[src/rtl/serial_comp.sv]
// Serial magnitude comparator: walks the operands chunk by chunk from the MSB end and stops at the first differing chunk.
// Optional signed mode is enabled by defining SERIAL_COMP_SIGNED_EN, which adds the sgn input.
module serial_comp #(
    parameter int bits  = 16,
    parameter int chunk = 4
) (
    input  logic            clk,
    input  logic            rst,
    input  logic            start,
    input  logic [bits-1:0] in1,
    input  logic [bits-1:0] in2,
`ifdef SERIAL_COMP_SIGNED_EN
    input  logic            sgn,
`endif
    output logic            busy,
    output logic            done,
    output logic            Lt,
    output logic            Gt,
    output logic            Et
);

    localparam int NCH = bits / chunk;
    localparam int IW  = (NCH > 1) ? $clog2(NCH) : 1;
    localparam logic [IW-1:0]  IDX_TOP  = IW'(NCH - 1);
    localparam logic [IW-1:0]  IDX_ZERO = IW'(0);
    localparam logic [IW-1:0]  IDX_ONE  = IW'(1);
    localparam logic [chunk:0] MSB_WIDE = {1'b1, {chunk{1'b0}}};
    localparam logic [chunk-1:0] MSB_MASK = MSB_WIDE[chunk:1];

    generate
        if ((bits % chunk) != 0) begin : g_bad_chunk
            $error("serial_comp: bits must be an integer multiple of chunk");
        end
    endgenerate

    typedef enum logic [1:0] {
        IDLE = 2'd0,
        RUN  = 2'd1,
        DONE = 2'd2
    } state_t;

    state_t            state;
    logic [bits-1:0]   a_r;
    logic [bits-1:0]   b_r;
    logic [IW-1:0]     idx;
    logic [bits-1:0]   a_sh;
    logic [bits-1:0]   b_sh;
    logic [chunk-1:0]  ca;
    logic [chunk-1:0]  cb;
    logic              flip;
`ifdef SERIAL_COMP_SIGNED_EN
    logic              sgn_r;
`endif

    // Select the current chunk; signed mode flips the sign bit of the top chunk only
    always_comb begin
        a_sh = a_r >> (int'(idx) * chunk);
        b_sh = b_r >> (int'(idx) * chunk);
`ifdef SERIAL_COMP_SIGNED_EN
        flip = sgn_r && (idx == IDX_TOP);
`else
        flip = 1'b0;
`endif
        if (flip) begin
            ca = a_sh[chunk-1:0] ^ MSB_MASK;
            cb = b_sh[chunk-1:0] ^ MSB_MASK;
        end else begin
            ca = a_sh[chunk-1:0];
            cb = b_sh[chunk-1:0];
        end
    end

    // Control FSM with registered status and result flags
    always_ff @(posedge clk or posedge rst) begin
        if (rst) begin
            state <= IDLE;
            a_r   <= {bits{1'b0}};
            b_r   <= {bits{1'b0}};
            idx   <= IDX_ZERO;
            busy  <= 1'b0;
            done  <= 1'b0;
            Lt    <= 1'b0;
            Gt    <= 1'b0;
            Et    <= 1'b0;
`ifdef SERIAL_COMP_SIGNED_EN
            sgn_r <= 1'b0;
`endif
        end else begin
            case (state)
                IDLE: begin
                    done <= 1'b0;
                    if (start) begin
                        a_r   <= in1;
                        b_r   <= in2;
`ifdef SERIAL_COMP_SIGNED_EN
                        sgn_r <= sgn;
`endif
                        Lt    <= 1'b0;
                        Gt    <= 1'b0;
                        Et    <= 1'b0;
                        idx   <= IDX_TOP;
                        busy  <= 1'b1;
                        state <= RUN;
                    end else begin
                        busy  <= 1'b0;
                    end
                end
                RUN: begin
                    if (ca != cb) begin
                        Lt    <= (ca < cb);
                        Gt    <= (ca > cb);
                        done  <= 1'b1;
                        state <= DONE;
                    end else if (idx == IDX_ZERO) begin
                        Et    <= 1'b1;
                        done  <= 1'b1;
                        state <= DONE;
                    end else begin
                        idx   <= idx - IDX_ONE;
                    end
                end
                DONE: begin
                    done  <= 1'b0;
                    busy  <= 1'b0;
                    state <= IDLE;
                end
                default: begin
                    done  <= 1'b0;
                    busy  <= 1'b0;
                    state <= IDLE;
                end
            endcase
        end
    end

endmodule

[config.mk]
export PLATFORM = sky130hd
export DESIGN_NAME = serial_comp
export DESIGN_NICKNAME = d
export VERILOG_FILES = /design/src/rtl/serial_comp.sv
export SDC_FILE = /design/constraint.sdc
export NUM_CORES = 1
export LEC_CHECK = 0
export ABC_AREA = 1
export BUFFER_PORTS_ARGS = -buffer_cell sky130_fd_sc_hd__buf_2
export CORE_MARGIN = 1
export CORE_UTILIZATION = 50
export CTS_BUF_LIST = sky130_fd_sc_hd__clkbuf_8 sky130_fd_sc_hd__clkbuf_16
export DETAILED_ROUTE_END_ITERATION = 12
export HOLD_SLACK_MARGIN = 0.1
export PLACE_DENSITY = 0.81
export SLEW_MARGIN = 5
export SYNTH_ARGS = -nofsm -noshare
export SYNTH_HDL_FRONTEND = slang
export SYNTH_SLANG_ARGS = --single-unit
[constraint.sdc]
create_clock -name clk -period 2.5 [get_ports clk]
set_clock_uncertainty 0.1 [all_clocks]
set_input_delay 0.25 -clock clk [delete_from_list [all_inputs] [get_ports clk]]
set_output_delay 0.25 -clock clk [all_outputs]
set_load 0.005 [all_outputs]
==> flow_results.org, run 1 <==
** Pwr
- Summed over all cells, the static leakage comes to 1.362 nW.
- The design draws 3.069 mW.
- Cell area power density :: 1227 nW/um^2
- Across the VDD grid, the largest voltage drop is 0.5669 mV.

** Finish
- Multi-input gate area :: 822.0 sq um
- The finished layout holds 352 standard cells, fillers aside.
- Fraction of final layout cells sized beyond drive strength 1 :: 18.75%
- Commonest cells after routing, fill and taps aside :: sky130_fd_sc_hd__nand2_1, sky130_fd_sc_hd__dfrtp_1, sky130_fd_sc_hd__buf_2, sky130_fd_sc_hd__nand3_1, sky130_fd_sc_hd__dlygate4sd3_1
- Area overhead of the layout relative to synthesis :: 27.08%
- Sequential cell area in the final layout :: 1026 sq um
- Antenna Diode Count :: 0
- Commonest non-fill, non-tap cell in the layout :: sky130_fd_sc_hd__nand2_1
- Net total in the final layout :: 343
- Fill cell count :: 310

** Die
- Measured along the y axis, the die boundary spans 64.74 um.
- The floorplan has 22 rows.
- Once the floorplan was initialized, standard cells occupied 52.96% of the core.
- Area of the die :: 4191 sq um
- The core region is 3716 sq um.
- During I/O placement, the number of pins put on the boundary was 40.
- From left edge to right edge, the die measures 64.74 um.

** Timing
- Number of failing setup endpoints in the final timing report :: 0
- Max-slew violation total from the final report :: 0
- Transition at the pin with the smallest max-transition slack :: 795.6 ps
- Final Cycle Share :: 86.68%
- After routing, the total negative slack on setup checks comes to 0 ps.
- Counting I/O delays and the setup requirement, the final critical path takes 2167 ps.
- Setup repair after global routing left no endpoint under its margin.
- Highest achievable clock rate :: 461.5 MHz
- The worst pin sits at a relative slew slack of 46.83%.
- Final-layout worst hold slack :: 101.6 ps
- Final Hold Fails :: 0

** Setup path
- STA classifies the critical path endpoint as a flip-flop.
- Data arrival time at the worst-slack endpoint :: 2300 ps
- Along the worst path, the maximum fanout reaches 16.
- Critical path startpoint category :: flip-flop
- Register-to-Register Path Depth :: 10
- The critical path is of the reg2reg type.
- Req. time, crit path :: 2630 ps

** Global route
- Wire length of the first global-routing pass :: 7383 um
- Pin count of the biggest net entering global routing :: 42
- The total overflow left after global routing is 0.
- The number of global-route vias before repair was 1726.
- Total global routing track utilization :: 22.99%
- The number of antenna violations at the first check in global routing was 0.

** Placement
- Number of placed instances, taps included :: 323
- Routability-driven placement finished with a final weighted congestion of 0.8007.
- During placement, the flow inserted port buffers numbering 39.
- Summed over all nets, the half-perimeter wirelength after detailed placement is 2898 um.

** Drt
- Total length of routed wires :: 4160 um
- Remaining antenna violation count after routing :: 0
- After the first detailed-routing iteration, the DRC count stood at 89.
- Drc violations :: 0
- The routed layout has 1773 vias.
- Routed length per placed instance :: 11.82 um
- TritonRoute pass-1 iters :: 4
- Mean number of vias per cell :: 5.037

** Worst hold path
- Min-Delay Path Class :: in2reg
- Counting instances, the worst hold path has a depth of 3.

** Clocking
- Clock net sink count :: 41
- Buffers inserted to repair hold after CTS numbered 21.
- TritonCTS clock tree :: done
- No sink is reached through more buffers than the 2 on the longest clock path.
- Buffers added to address setup during post-CTS repair amount to 0.
- The number of gates resized after CTS was 0.
- The H-tree was split into 2 levels.
- The tree is rooted in a sky130_fd_sc_hd__clkbuf_8.
- Clock edge transition at the registers on the reported setup and hold paths :: 70 ps
- Clock latency on the worst-skew pair, taken at its later pin, is 290 ps.
- Number of buffers added by the clock tree synthesis step :: 5

** Synthesis
- In this run, distinct cell masters in the synthesized netlist total 18.
- Syn Nets :: 285
- During synthesis, Yosys emitted a total of 0 warnings.
- Area contributors post-synth :: sky130_fd_sc_hd__dfrtp_1, sky130_fd_sc_hd__nand2_1, sky130_fd_sc_hd__nand3_1
- Synthesis produced 245 cells.
- Post-synthesis instance area :: 1968 sq um
- Number of synthesized register bits :: 41
- The largest total area in the synthesized netlist belongs to sky130_fd_sc_hd__dfrtp_1.
- Of the synthesized area, sequential elements account for 52.13%.
- Area share of the leading cell type in the synthesized netlist :: 52.13%
- After synthesis, the mean cell area works out to 8.033 sq um.

** Outcome
- Result of the run :: complete, no violations

** Job
- Max capacitance violation total :: 0
[final timing paths]
path	start	endpoint	slack, ps
max in group asynchronous	rst	b_r[6]	1440
hold / removal	in1[12]	a_r[12]	100
hold reg to reg	b_r[9]	b_r[9]	370
setup reg to reg	idx[0]	idx[0]	330
setup / recovery	idx[0]	idx[0]	330
min in group asynchronous	rst	a_r[15]	510
[where the power goes]
group,internal (mW),switching (mW),leakage (nW)
logic,0.552,0.877,0.801
registers,0.977,0.197,0.507
clock network,0.249,0.216,0.0542
total,1.78,1.29,1.36
[metrics by stage]
step / worst slack [ps] / util (%) / instance area, sq um
after global placement: 453.1 / 58.92 / 2190
after CTS: 333.7 / 67.31 / 2501
after global routing: 111.2 / 67.31 / 2501
after detailed placement: 357.6 / 58.92 / 2190
after floorplan: 659.3 / - / 1968
final: 332.9 / 67.31 / 2501
[synth_stat cells (all sizes together)]
library cell,count
nand2,88
dfrtp,41
nand3,35
nor2,20
o21ai,17
inv,13
buf,11
ha,5
a21oi,4
o22ai,4
clkbuf,3
o22a,3
a31oi,1
[metal layers]
metal  track usage (%)  wire length [um]  up-vias
met1             28.80              1963      818
met4             8.056                93        0
met2             38.93              1976       37
met3             4.930               127       10
met5                 0                 0        -
li1                  -                 -      908
[registers in the layout (all words and copies together), names as in the netlist]
name   count
a_r       16
b_r       16
idx        2
state      2
Et         1
Gt         1
Lt         1
busy       1
done       1
[final cells by class]
cell class | instances | share of cell area, %
clock buffers | 7 | 3.852
multi-input cells | 177 | 32.87
inverters | 13 | 1.951
repair buffers | 65 | 17.71
well taps | 48 | 2.401
flip-flops and latches | 41 | 41.02
clock inverters | 1 | 0.2001
[critical path: stages, from the launching register on]
cell and delay [ps]:
sky130_fd_sc_hd__dfrtp_1 380, sky130_fd_sc_hd__inv_1 310, sky130_fd_sc_hd__o21ai_0 150, sky130_fd_sc_hd__o22a_1 180
sky130_fd_sc_hd__ha_1 270, sky130_fd_sc_hd__nand2_1 90, sky130_fd_sc_hd__nor2_1 290, sky130_fd_sc_hd__nand2_2 120
sky130_fd_sc_hd__nand2_2 90, sky130_fd_sc_hd__nand2_1 70, sky130_fd_sc_hd__nand2_1 50
[logic make-up (layout without fill, tap and decap cells)]
kind of cell / after synthesis / after routing / synth area share (%)
flops: 41 / 41 / 52.13
buf+inv: 27 / 86 / 6.102
simple gates: 143 / 143 / 30.13
fa+ha+maj: 5 / 5 / 3.179
compound gates: 29 / 29 / 8.456
Power figures use the tool's default switching activity.
==> run 2: changes to the inputs <==
Clock period 2.5 ns to 2.3 ns, I/O delays scaled along.
==> flow_results.org, run 2 (synthesized netlist as in run 1, its figures left out) <==
** Setup path
- CP endpoint kind :: flip-flop (unchanged)
- The critical path's largest stage delay is 400 ps (was 380 ps).
- Worst Setup Path Type :: reg2reg (unchanged)
- Cells traversed along the worst timing path :: buf_4 > o21ai_0 > o22a_1 > ha_1 > nand2_1 > nor2_1 > nand2_2 > nand2_2 > nand2_1 > nand2_1 (was inv_1 > o21ai_0 > o22a_1 > ha_1 > nand2_1 > nor2_1 > nand2_2 > nand2_2 > nand2_1 > nand2_1)
- Most Frequent Cell on Critical Path :: sky130_fd_sc_hd__nand2_1 (unchanged)
- The cell family contributing the most delay on the critical path is simple AND/OR/NAND/NOR gates (unchanged).
- Data arrival time at the worst-slack endpoint :: 2260 ps (was 2300 ps)
- Req. time, crit path :: 2430 ps (was 2630 ps)
- Worst path buffer plus inverter count :: 1 (unchanged)
- Critical path startpoint category :: flip-flop (unchanged)
- Cell with the largest stage delay on the worst path :: sky130_fd_sc_hd__dfrtp_1 (unchanged)
- Critical path peak fanout :: 19 (was 16)

** Finish
- Biggest registers after layout :: a_r: 16 flops, b_r: 16 flops (unchanged)
- Fraction of final layout cells sized beyond drive strength 1 :: 17.46% (was 18.75%)
- Commonest non-fill, non-tap cell in the layout :: sky130_fd_sc_hd__nand2_1 (unchanged)
- Area overhead of the layout relative to synthesis :: 31.79% (was 27.08%)
- Commonest cells after routing, fill and taps aside: sky130_fd_sc_hd__nand2_1, sky130_fd_sc_hd__dfrtp_1, sky130_fd_sc_hd__buf_2, sky130_fd_sc_hd__nand3_1, sky130_fd_sc_hd__dlygate4sd3_1 (unchanged).
- The number of antenna repair diodes was 0 (unchanged).
- Net total in the final layout :: 354 (was 343)

** Pwr
- The power share of the combinational group is 48.3% (was 46.6%).
- The design internal power was 1.880 mW (was 1.779 mW).
- The clock group share of total power is 13.2% (was 15.2%).
- Cell area power density :: 1281 nW/um^2 (was 1227 nW/um^2)
- The maximum VDD drop is 0.6225 mV (was 0.5669 mV).
- The switching portion of total power is 43.41% (was 42.03%).
- Lkg Pwr :: 1.400 nW (was 1.362 nW)
- The power after layout was 3.322 mW (was 3.069 mW).
- Portion of total power attributed to sequential cells :: 38.5% (was 38.3%)
- Net Sw Power :: 1.442 mW (was 1.290 mW)

** Clocking
- Deepest level of the CTS H-tree :: 2 (unchanged)
- Clock net sink count :: 41 (unchanged)
- Library cell used as clock root buffer :: sky130_fd_sc_hd__clkbuf_8 (unchanged)
- The clock insertion delay at the later pin of the skew report was 290 ps (about the same).
- The clock tree from TritonCTS is done (unchanged).
- The maximum clock insertion buffer count was 2 (unchanged).
- The clock-pin transition on the worst setup and hold timing paths is 70 ps (about the same).
- The total clock buffers created by CTS is 5 (unchanged).
- The number of buffers inserted by post-CTS setup repair came to 0 (unchanged).

** Drt
- Via count of the routed design :: 1849 (was 1773)
- Drc violations :: 0 (unchanged)
- Mean number of vias per cell :: 5.094 (was 5.037)
- Total length of routed wires :: 4613 um (was 4160 um)
- The DRC marker count from the first detailed-route iteration was 88 (was 89).
- The number of nets still failing antenna checks after routing came to 0 (unchanged).
- TritonRoute pass-1 iters :: 4 (unchanged)
- The average wire per standard cell came to 12.71 um (was 11.82 um).

** Placement
- The weighted congestion reported at the end of routability-driven placement is 0.8145 (was 0.8007).
- The count of buffers inserted at the top-level ports is 39 (unchanged).
- HPWL after detailed placement :: 2928 um (was 2898 um)

** Global route
- Number of antenna violations at the first check in global routing :: 0 (unchanged)
- Vias in the first global route :: 1808 (was 1726)
- The global-route congestion overflow total was 0 (unchanged).
- Met1 Track Usage GR :: 29.40% (was 28.80%)
- Pin count of the biggest net entering global routing :: 42 (unchanged)
- The met3 track demand over resource in global routing came to 5.634% (was 4.930%).
- The total routing usage reported by global routing came to 24.70% (was 22.99%).
- The global routing's busiest layer was met2 (unchanged).
- The global-route wire length before repair is 7776 um (was 7383 um).
- The met2 layer usage reported by global route is 42.71% (was 38.93%).

** Timing
- Transition at the pin with the smallest max-transition slack :: 500.7 ps (was 795.6 ps)
- The setup TNS after final layout was 0 ps (unchanged).
- Highest achievable clock rate :: 469.8 MHz (was 461.5 MHz)
- RSZ-0062 raised after global routing :: false (unchanged)
- Max-slew violation total from the final report :: 0 (unchanged)
- Final Hold Fails :: 0 (unchanged)
- Number of failing setup endpoints in the final timing report :: 0 (unchanged)
- The worst slew margin relative to its limit came to 66.62% (was 46.83%).
- The fraction of the cycle the final worst path needs came to 92.55% (was 86.68%).
- The clock period minus final worst setup slack came to 2129 ps (was 2167 ps).

** Die
- The area of the die came to 4191 sq um (unchanged).
- The die boundary width came to 64.74 um (unchanged).
- The core area is 3716 sq um (unchanged).
- Vertical die dimension :: 64.74 um (unchanged)
- Total number of placement rows :: 22 (unchanged)
- The initial core utilization was 52.96% (unchanged).
- Ports :: 40 (unchanged)

** Worst hold path
- Min-Delay Path Class :: in2reg (unchanged)

** Job
- The count of maximum capacitance violations came to 0 (unchanged).

** Outcome
- Result of the run :: complete, no violations (unchanged)
run 2: changes by cell type in the layout (fill, tap and decap cells not counted):
| cell | previous run | this run |
|---|---|---|
| sky130_fd_sc_hd__dlygate4sd3_1 | 21 | 32 |
| sky130_fd_sc_hd__clkbuf_8 | 7 | 5 |
| sky130_fd_sc_hd__clkinv_2 | 1 | 0 |
| sky130_fd_sc_hd__clkinvlp_4 | 0 | 1 |
| sky130_fd_sc_hd__inv_1 | 12 | 14 |
run 2: layout make-up:
| class | count | area (sq um) |
|---|---|---|
| fillers | 298 | 1122 |
| well taps | 48 | 60.06 |
| repair buffers | 76 | 553.0 |
| clock buffers | 5 | 68.82 |
| multi-input cells | 177 | 822.0 |
| clock inverters | 3 | 11.26 |
| flip-flops and latches | 41 | 1026 |
| inverters | 13 | 52.55 |
run 2: metal layers:
| layer | up-vias | routed length [um] |
|---|---|---|
| met3 | 6 | 195 |
| met5 | - | 0 |
| met1 | 862 | 1996 |
| met4 | 0 | 70 |
| met2 | 51 | 2351 |
| li1 | 930 | - |
run 2: worst register-to-register path, delay by kind of cell, from the launching register on:
kind	cells	cell delay, ps
AND/OR/NAND/NOR	6	700
adder cells (fa/ha/maj)	1	290
AO/OA/AOI/OAI	2	350
flip-flops	1	400
buffers and inverters	1	240
run 2: final timing paths:
path	startpoint	endpoint	slack [ps]	cells after the start
max	idx[0]	idx[0]	170	10
min	in1[11]	a_r[11]	120	3
min reg2reg	a_r[9]	a_r[9]	370	2
max reg2reg	idx[0]	idx[0]	170	10
max in group asynchronous	rst	a_r[12]	1250	4
min in group asynchronous	rst	a_r[7]	500	4
run 2: per-stage QoR:
step	std cells	hold WS [ps]	area (sq um)	util, %	setup slack [ps]
2_1_floorplan	245	274.5	1968	-	459.3
3_3_place_gp	323	270.8	2190	58.92	281.5
3_5_place_dp	323	284.8	2190	58.92	168.8
4_1_cts	363	109.5	2590	69.70	149.6
5_1_grt	363	119.9	2594	69.80	42.59
6_report	363	119.0	2594	69.80	171.3
run 2: power by group through the flow:
stage	sequential (mW)	clock (mW)	combinational, mW
2_1_floorplan	1.21	0	1.25
4_1_cts	1.28	0.448	1.61
5_1_grt	1.32	0.485	1.83
6_report	1.28	0.437	1.60
3_5_place_dp	1.29	0	1.55
3_3_place_gp	1.28	0	1.48
run 2: repair_timing:
| action | in CTS | in global routing |
|---|---|---|
| hold endpoints to repair | 72 | 0 |
| endpoints found under the setup margin | 0 | 2 |
| resized for setup | 0 | 1 |
| hold buffers | 32 | 0 |
